`src/rtl/regfile_write_arbiter.sv`:
```
// regfile_write_arbiter
//   Merges two register-file writeback streams (ALU and load unit) onto the
//   single write port of a register file. Each requester owns a one-entry
//   holding register; at most one held entry is granted per cycle and its
//   write is driven combinationally so that the register file write lands on
//   the same edge that drains the entry.
//
// Ports
//   clock, reset          single clock, synchronous active-high reset
//   alu_valid/rd/data     ALU writeback request;  alu_ready = accepted
//   lsu_valid/rd/data     load-unit request;      lsu_ready = accepted
//   RD, WriteData,        register file write index, data and enable
//   RegWrite
//   Read1, Read2          register file read indices for the hazard query
//   hazard                a held, unwritten entry targets nonzero Read1/Read2
//
// Configuration
//   REGFILE_ARB_ROUND_ROBIN_EN  defined: contention alternates between the
//                               requesters using a one-bit last-grant pointer.
//                               undefined: the load unit always wins contention.
//
// Handshake: a request transfers on a rising edge where valid=1 and ready=1.
// ready is combinational: 1 when the requester's entry is empty or is being
// granted (drained) this cycle, and forced to 0 while reset=1. valid may be
// held with changing rd/data until the transfer edge; nothing is latched
// before it.

module regfile_write_arbiter (
  input  logic        clock,
  input  logic        reset,
  input  logic        alu_valid,
  input  logic [5:0]  alu_rd,
  input  logic [31:0] alu_data,
  output logic        alu_ready,
  input  logic        lsu_valid,
  input  logic [5:0]  lsu_rd,
  input  logic [31:0] lsu_data,
  output logic        lsu_ready,
  output logic [5:0]  RD,
  output logic [31:0] WriteData,
  output logic        RegWrite,
  input  logic [5:0]  Read1,
  input  logic [5:0]  Read2,
  output logic        hazard
);

  logic        alu_full;
  logic [5:0]  alu_rd_q;
  logic [31:0] alu_data_q;
  logic        lsu_full;
  logic [5:0]  lsu_rd_q;
  logic [31:0] lsu_data_q;

  logic grant_alu;
  logic grant_lsu;
  logic contention;
  logic alu_wins;
  logic alu_accept;
  logic lsu_accept;

  assign contention = alu_full && lsu_full;

`ifdef REGFILE_ARB_ROUND_ROBIN_EN
  // 1 when the load unit won the most recent contention. Reset value lets
  // the ALU win the first contention after reset.
  logic last_lsu;

  always_ff @(posedge clock) begin
    if (reset) begin
      last_lsu <= 1'b1;
    end else if (contention) begin
      last_lsu <= grant_lsu;
    end
  end

  assign alu_wins = last_lsu;
`else
  assign alu_wins = 1'b0;
`endif

  // Grant selection. Nothing is granted during reset so held writes are
  // discarded rather than written.
  always_comb begin
    grant_alu = 1'b0;
    grant_lsu = 1'b0;
    if (!reset) begin
      if (contention) begin
        grant_alu = alu_wins;
        grant_lsu = !alu_wins;
      end else begin
        grant_alu = alu_full;
        grant_lsu = lsu_full;
      end
    end
  end

  assign alu_ready  = !reset && (!alu_full || grant_alu);
  assign lsu_ready  = !reset && (!lsu_full || grant_lsu);
  assign alu_accept = alu_valid && alu_ready;
  assign lsu_accept = lsu_valid && lsu_ready;

  // Holding registers: a granted entry may reload on its drain edge.
  always_ff @(posedge clock) begin
    if (reset) begin
      alu_full   <= 1'b0;
      alu_rd_q   <= '0;
      alu_data_q <= '0;
    end else if (alu_accept) begin
      alu_full   <= 1'b1;
      alu_rd_q   <= alu_rd;
      alu_data_q <= alu_data;
    end else if (grant_alu) begin
      alu_full   <= 1'b0;
    end
  end

  always_ff @(posedge clock) begin
    if (reset) begin
      lsu_full   <= 1'b0;
      lsu_rd_q   <= '0;
      lsu_data_q <= '0;
    end else if (lsu_accept) begin
      lsu_full   <= 1'b1;
      lsu_rd_q   <= lsu_rd;
      lsu_data_q <= lsu_data;
    end else if (grant_lsu) begin
      lsu_full   <= 1'b0;
    end
  end

  // Write port. A granted entry targeting x0 drains silently.
  always_comb begin
    RegWrite  = 1'b0;
    RD        = '0;
    WriteData = '0;
    if (grant_alu && alu_rd_q != 6'd0) begin
      RegWrite  = 1'b1;
      RD        = alu_rd_q;
      WriteData = alu_data_q;
    end else if (grant_lsu && lsu_rd_q != 6'd0) begin
      RegWrite  = 1'b1;
      RD        = lsu_rd_q;
      WriteData = lsu_data_q;
    end
  end

  // An entry being written this cycle still counts as held. The rd != 0
  // term also keeps Read1/Read2 = 0 from ever matching.
  function automatic logic entry_hit(input logic full, input logic [5:0] rd,
                                     input logic [5:0] r1, input logic [5:0] r2);
    return full && (rd != 6'd0) && ((rd == r1) || (rd == r2));
  endfunction

  assign hazard = entry_hit(alu_full, alu_rd_q, Read1, Read2) ||
                  entry_hit(lsu_full, lsu_rd_q, Read1, Read2);

endmodule
```
`config.mk`:
```
export PLATFORM = sky130hd
export DESIGN_NAME = regfile_write_arbiter
export DESIGN_NICKNAME = d
export VERILOG_FILES = /design/src/rtl/regfile_write_arbiter.sv
export SDC_FILE = /design/constraint.sdc
export NUM_CORES = 1
export LEC_CHECK = 0
export CAP_MARGIN = 20
export CORE_ASPECT_RATIO = 0.8
export CORE_UTILIZATION = 48
export DETAILED_ROUTE_END_ITERATION = 16
export MAX_ROUTING_LAYER = met4
export PLACE_DENSITY = 0.85
export SETUP_SLACK_MARGIN = 0.1
export SLEW_MARGIN = 20
export SYNTH_ARGS = -nofsm -noshare
export SYNTH_HDL_FRONTEND = slang
export SYNTH_SLANG_ARGS = --single-unit
```
`constraint.sdc`:
```
create_clock -name clock -period 4.2 [get_ports clock]
set_clock_uncertainty 0.2 [all_clocks]
set_input_delay 0.63 -clock clock [delete_from_list [all_inputs] [get_ports clock]]
set_output_delay 0.63 -clock clock [all_outputs]
set_load 0.01 [all_outputs]
```
**Word-level counts from Yosys, hierarchy flattened**

Cells that the tools add are included.

- Register bits after elaboration: 78
- Input bits: 92
- Output and inout port bits: 42

- Equal/unequal tests: 4
- Multiplexer cells: 14
- Reduce and logical (&&, ||, !) cells: 23

Operator list:

| kind | count |
|---|---|
| 32-bit 2-to-1 mux | 2 |
| 6-bit equality test | 4 |
| 6-bit 2-to-1 mux | 2 |
| 6-bit nonzero test | 2 |
| 1-bit logical AND | 11 |
| 1-bit 2-to-1 mux | 10 |
| 1-bit logical OR | 5 |
| 2-bit nonzero test | 2 |
| 1-bit logical NOT | 3 |

**Depth between registers and ports, before layout**

- Depth in word-level cells: 7
- Gate-level depth with buffers: 7

**Least setup slack after synthesis**

OpenSTA, ideal clock, no wires.

- Path kind: in2out
- From: input reset
- To: output WriteData[16]
- Arrival time: 1.861 ns
- Data required time: 3.370 ns
- Slack: 1.509 ns
- Stages on the path: 7
- Buffers on the path: 3
- Cell sequence: clkbuf_1 > nand2b_1 > a211oi_1 > buf_2 > buf_2 > nand2_1 > a21oi_1

- Cells in the longest elaborated chain, start to end: 4
- Elaborated cells between the ends (all ways): 6

RTL lines:

| what | RTL line | text |
|---|---|---|
| start, declared | 30 | `input logic reset,` |
| 1-bit 2-to-1 mux | 86 | `if (!reset) begin` |
| 1-bit logical AND | 140 | `end else if (grant_lsu && lsu_rd_q != 6'd0) begin` |
| 32-bit 2-to-1 mux | 140 |  |
| 32-bit 2-to-1 mux (*) | 136 | `if (grant_alu && alu_rd_q != 6'd0) begin` |
| end, declared | 40 | `output logic [31:0] WriteData,` |

Every way passes the cells marked *; elsewhere a longest branch is shown, timed or not.

**Final worst setup path**

- From: register alu_rd_q[0]
- To: output WriteData[22]

- Cells in the longest elaborated chain, start to end: 3

RTL lines:

| what | RTL line | text |
|---|---|---|
| start, declared | 48 | `logic [5:0] alu_rd_q;` |
| start signal, assigned | 110 | `alu_rd_q <= alu_rd;` |
| 6-bit nonzero test | 136 |  |
| 1-bit logical AND | 136 |  |
| 32-bit 2-to-1 mux | 136 |  |

Every way passes these cells.

==> impl_metrics.py <==
metrics = {
    "placed_design": {
        "place_congestion": 0.800,
        "dp_worst_setup_slack_ns": 0.842,
        "port_buffers": 133,
        "placed_cell_area_um2": 5010,
        "dp_hpwl_um": 7060,
    },
    "critical_path": {
        "cpPeakStageDelay_ns": 0.56,
        "cp_max_fo": 14,
        "ff2ff_path_depth": 5,
        "required_ns": 3.37,
        "slowest_stage": "clkdlybuf4s50_1",
        "arrival_ns": 2.92,
        "path_class": "reg -> out",
        "endpoint": "WriteData[22]",
        "regToRegSetupSlack_ns": 2.03,
        "critPathLaunchType": "flip-flop",
        "rr_endpoint": "alu_data_q[7]",
        "cp-startpoint": "alu_rd_q[0]",
        "r2r_start": "lsu_full",
        "crit_path_cell_trace": "nor4_2 > a211o_1 > buf_4 > nand2_1 > a21oi_1 > clkdlybuf4s50_1",
        "end_kind": "primary output",
    },
    "synthesis": {
        "netlist_instances": 470,
        "synth_top_area_frac": 0.427,
        "ys_seq_area_frac": 0.427,
        "syn-cell-area_um2": 3650,
        "ys_ff_latch": 78,
        "synth_warnings": 0,
        "synth_largest_area_cell": "dfxtp_1",
        "syn-mean-instance-area_um2": 7.78,
        "synth_fp_nets": 562,
        "synthDistinctLibCells": 31,
        "synth.area.top_cells": "dfxtp_1 43%, nand2_1 16%, mux2i_1 10%",
    },
    "timing": {
        "worstMarginPinSlew_ns": 0.892,
        "rsz0062_at_grt": "false",
        "slew_headroom": 0.404,
        "hold_viol": 0,
        "slew_viol_final": 0,
        "clock.fmax_mhz": 267,
        "timing.final.ws_setup_ns": 0.453,
        "finalCriticalPeriod_ns": 3.75,
        "setup_viol": 0,
        "fin_crit_sh": 0.892,
        "tns_ns": 0,
    },
    "detailed_routing": {
        "drtIter0Drc": 166,
        "ant_nets": 0,
        "drt-pass1-iter-count": 4,
        "viasPerCell": 5.10,
        "wl_per_cell_um": 14.6,
        "drt-total-wl_um": 10200,
        "drc": 0,
        "vias": 3558,
    },
    "pwr": {
        "finalPower_mw": 1.79,
        "ir_drop_mv": 0.193,
        "p_leak_nw": 2.16,
        "p_per_area_nw_per_um2": 341,
    },
    "final_layout": {
        "regArea_um2": 1560,
        "syn2layout_area_growth_pct": 43.6,
        "finalInstanceArea_um2": 5250,
        "multiInputGateArea_um2": 1920,
        "n_fill_cell": 592,
        "drive_gt1_frac": 0.0659,
        "antenna_cells": 0,
        "nets": 680,
    },
    "global_route": {
        "use_met3": 0.0490,
        "use_met2": 0.453,
        "met1_usage": 0.337,
        "grt_max_degree": 44,
        "grt_antenna_before_repair": 0,
        "grt_overflow": 0,
        "grt.busiest_layer": "met2",
        "grt_usage": 0.271,
        "grt_first_pass_wirelength_um": 16400,
        "grt_pass1_vias": 3413,
    },
    "die": {
        "core_area_um2": 7390,
        "dieWidth_um": 99.6,
        "fp.dieH_um": 80.0,
        "start_util": 0.494,
        "io_pins": 134,
        "fp.dieArea_um2": 7970,
        "rows": 28,
    },
    "clock_network": {
        "htreeDepth": 3,
        "clock_latency_ns": 0.34,
        "cts.sinks": 78,
        "post_cts_buffers": 0,
        "clk_pin_slew_ns": 0.08,
        "numCtsBuffers": 9,
        "cts_hold_buf": 0,
        "cts_tree": "done",
        "cts_root_buf": "clkbuf_8",
        "ctsResizeCount": 0,
        "clock_path_buffers": 2,
    },
    "hold_path": {
        "hp-class": "reg -> reg",
    },
    "status": {
        "status": "complete, no violations",
    },
    "job": {
        "maxCapViolations": 0,
    },
}
-- layout make-up --
class                      count  share of cell area
tap                          105              0.0250
clock buffer                  11              0.0269
sequential                    78               0.298
inverter                       3             0.00215
clock inverter                 4              0.0181
multi-input combinational    355               0.366
timing repair buffer         141               0.264
-- cells in the final DEF, fill, tap and decap left out --
master / instances
nand2_1: 155
clkdlybuf4s50_1: 131
dfxtp_1: 78
nor2_1: 42
mux2i_1: 38
nand3_1: 38
a21oi_1: 32
xnor2_1: 12
xor2_1: 12
clkbuf_8: 10
a21oi_2: 9
buf_4: 9
bufinv_16: 3
a211o_1: 2
inv_1: 2
nand4_1: 2
nor4_1: 2
nor4_2: 1
nand2b_1: 1
a211oi_4: 1
or4_4: 1
o31ai_4: 1
a21o_4: 1
o22ai_1: 1
a22oi_1: 1
o2bb2ai_1: 1
inv_2: 1
and2_1: 1
nor2b_1: 1
clkbuf_1: 1
clkinv_2: 1
buf_2: 1
-- per-stage QoR --
step,util,instances,hold WS (ns)
final,0.710,697,0.256
after global routing,0.710,697,0.274
after CTS,0.710,697,0.259
after detailed placement,0.678,682,0.246
after global placement,0.678,682,0.242
after floorplan,-,470,0.234
-- metal layers --
layer	up-vias	share of wire	routed length [µm]
met5	-	0	0
met4	0	0.011	109
met3	13	0.056	571
met1	1638	0.47	4750
met2	140	0.47	4740
li1	1767	-	-
-- power breakdown --
group,total [mW],switching (mW),internal [mW]
registers,0.827,0.0382,0.789
logic,0.294,0.136,0.159
clock network,0.668,0.261,0.407
total,1.79,0.435,1.35
-- logic make-up after synthesis --
group / Yosys count / synth area share
mux: 38 / 0.104
flops: 78 / 0.427
buf+inv: 37 / 0.0500
simple gates: 244 / 0.273
compound gates: 49 / 0.0883
xor+xnor: 24 / 0.0575
-- synth_stat cells --
cell type	instances
nor4_1	2
nand2_1	155
mux2i_1	38
buf_2	10
dfxtp_1	78
and2_1	1
a21oi_2	9
clkbuf_1	16
buf_1	4
inv_2	1
a211o_1	2
a21o_4	1
o2bb2ai_1	1
nor2_1	42
nand2b_1	1
inv_1	2
buf_4	2
or4_4	1
a21oi_1	32
a22oi_1	1
xor2_1	12
nand3_1	38
a211oi_1	1
xnor2_1	12
o31ai_4	1
buf_6	1
nor2b_1	1
nor4_2	1
buf_12	1
o22ai_1	1
nand4_1	2
-- worst min-delay path by stage --
stage	startpoint	to	slack [ns]	cells after the start
global placement	alu_data_q[14]	alu_data_q[14]	0.24	2
CTS	alu_data_q[26]	alu_data_q[26]	0.26	2
floorplan	alu_data_q[0]	alu_data_q[0]	0.23	2
detailed placement	alu_data_q[28]	alu_data_q[28]	0.25	2
global route	alu_data_q[9]	alu_data_q[9]	0.27	2
finish	alu_data_q[28]	alu_data_q[28]	0.26	2
-- worst max-delay path: cells and delay by family (launching register included) --
kind / cells / cell delay (ns)
AO/OA/AOI/OAI: 2 / 0.70
buffers and inverters: 2 / 0.85
flip-flops: 1 / 0.39
AND/OR/NAND/NOR: 2 / 0.63
-- sequential cells by signal, summed over array words and instances, names as in the netlist --
signal,cells
alu_rd_q,6
lsu_data_q,32
alu_data_q,32
lsu_full,1
alu_full,1
lsu_rd_q,6
(Power assumes the default switching activity.)
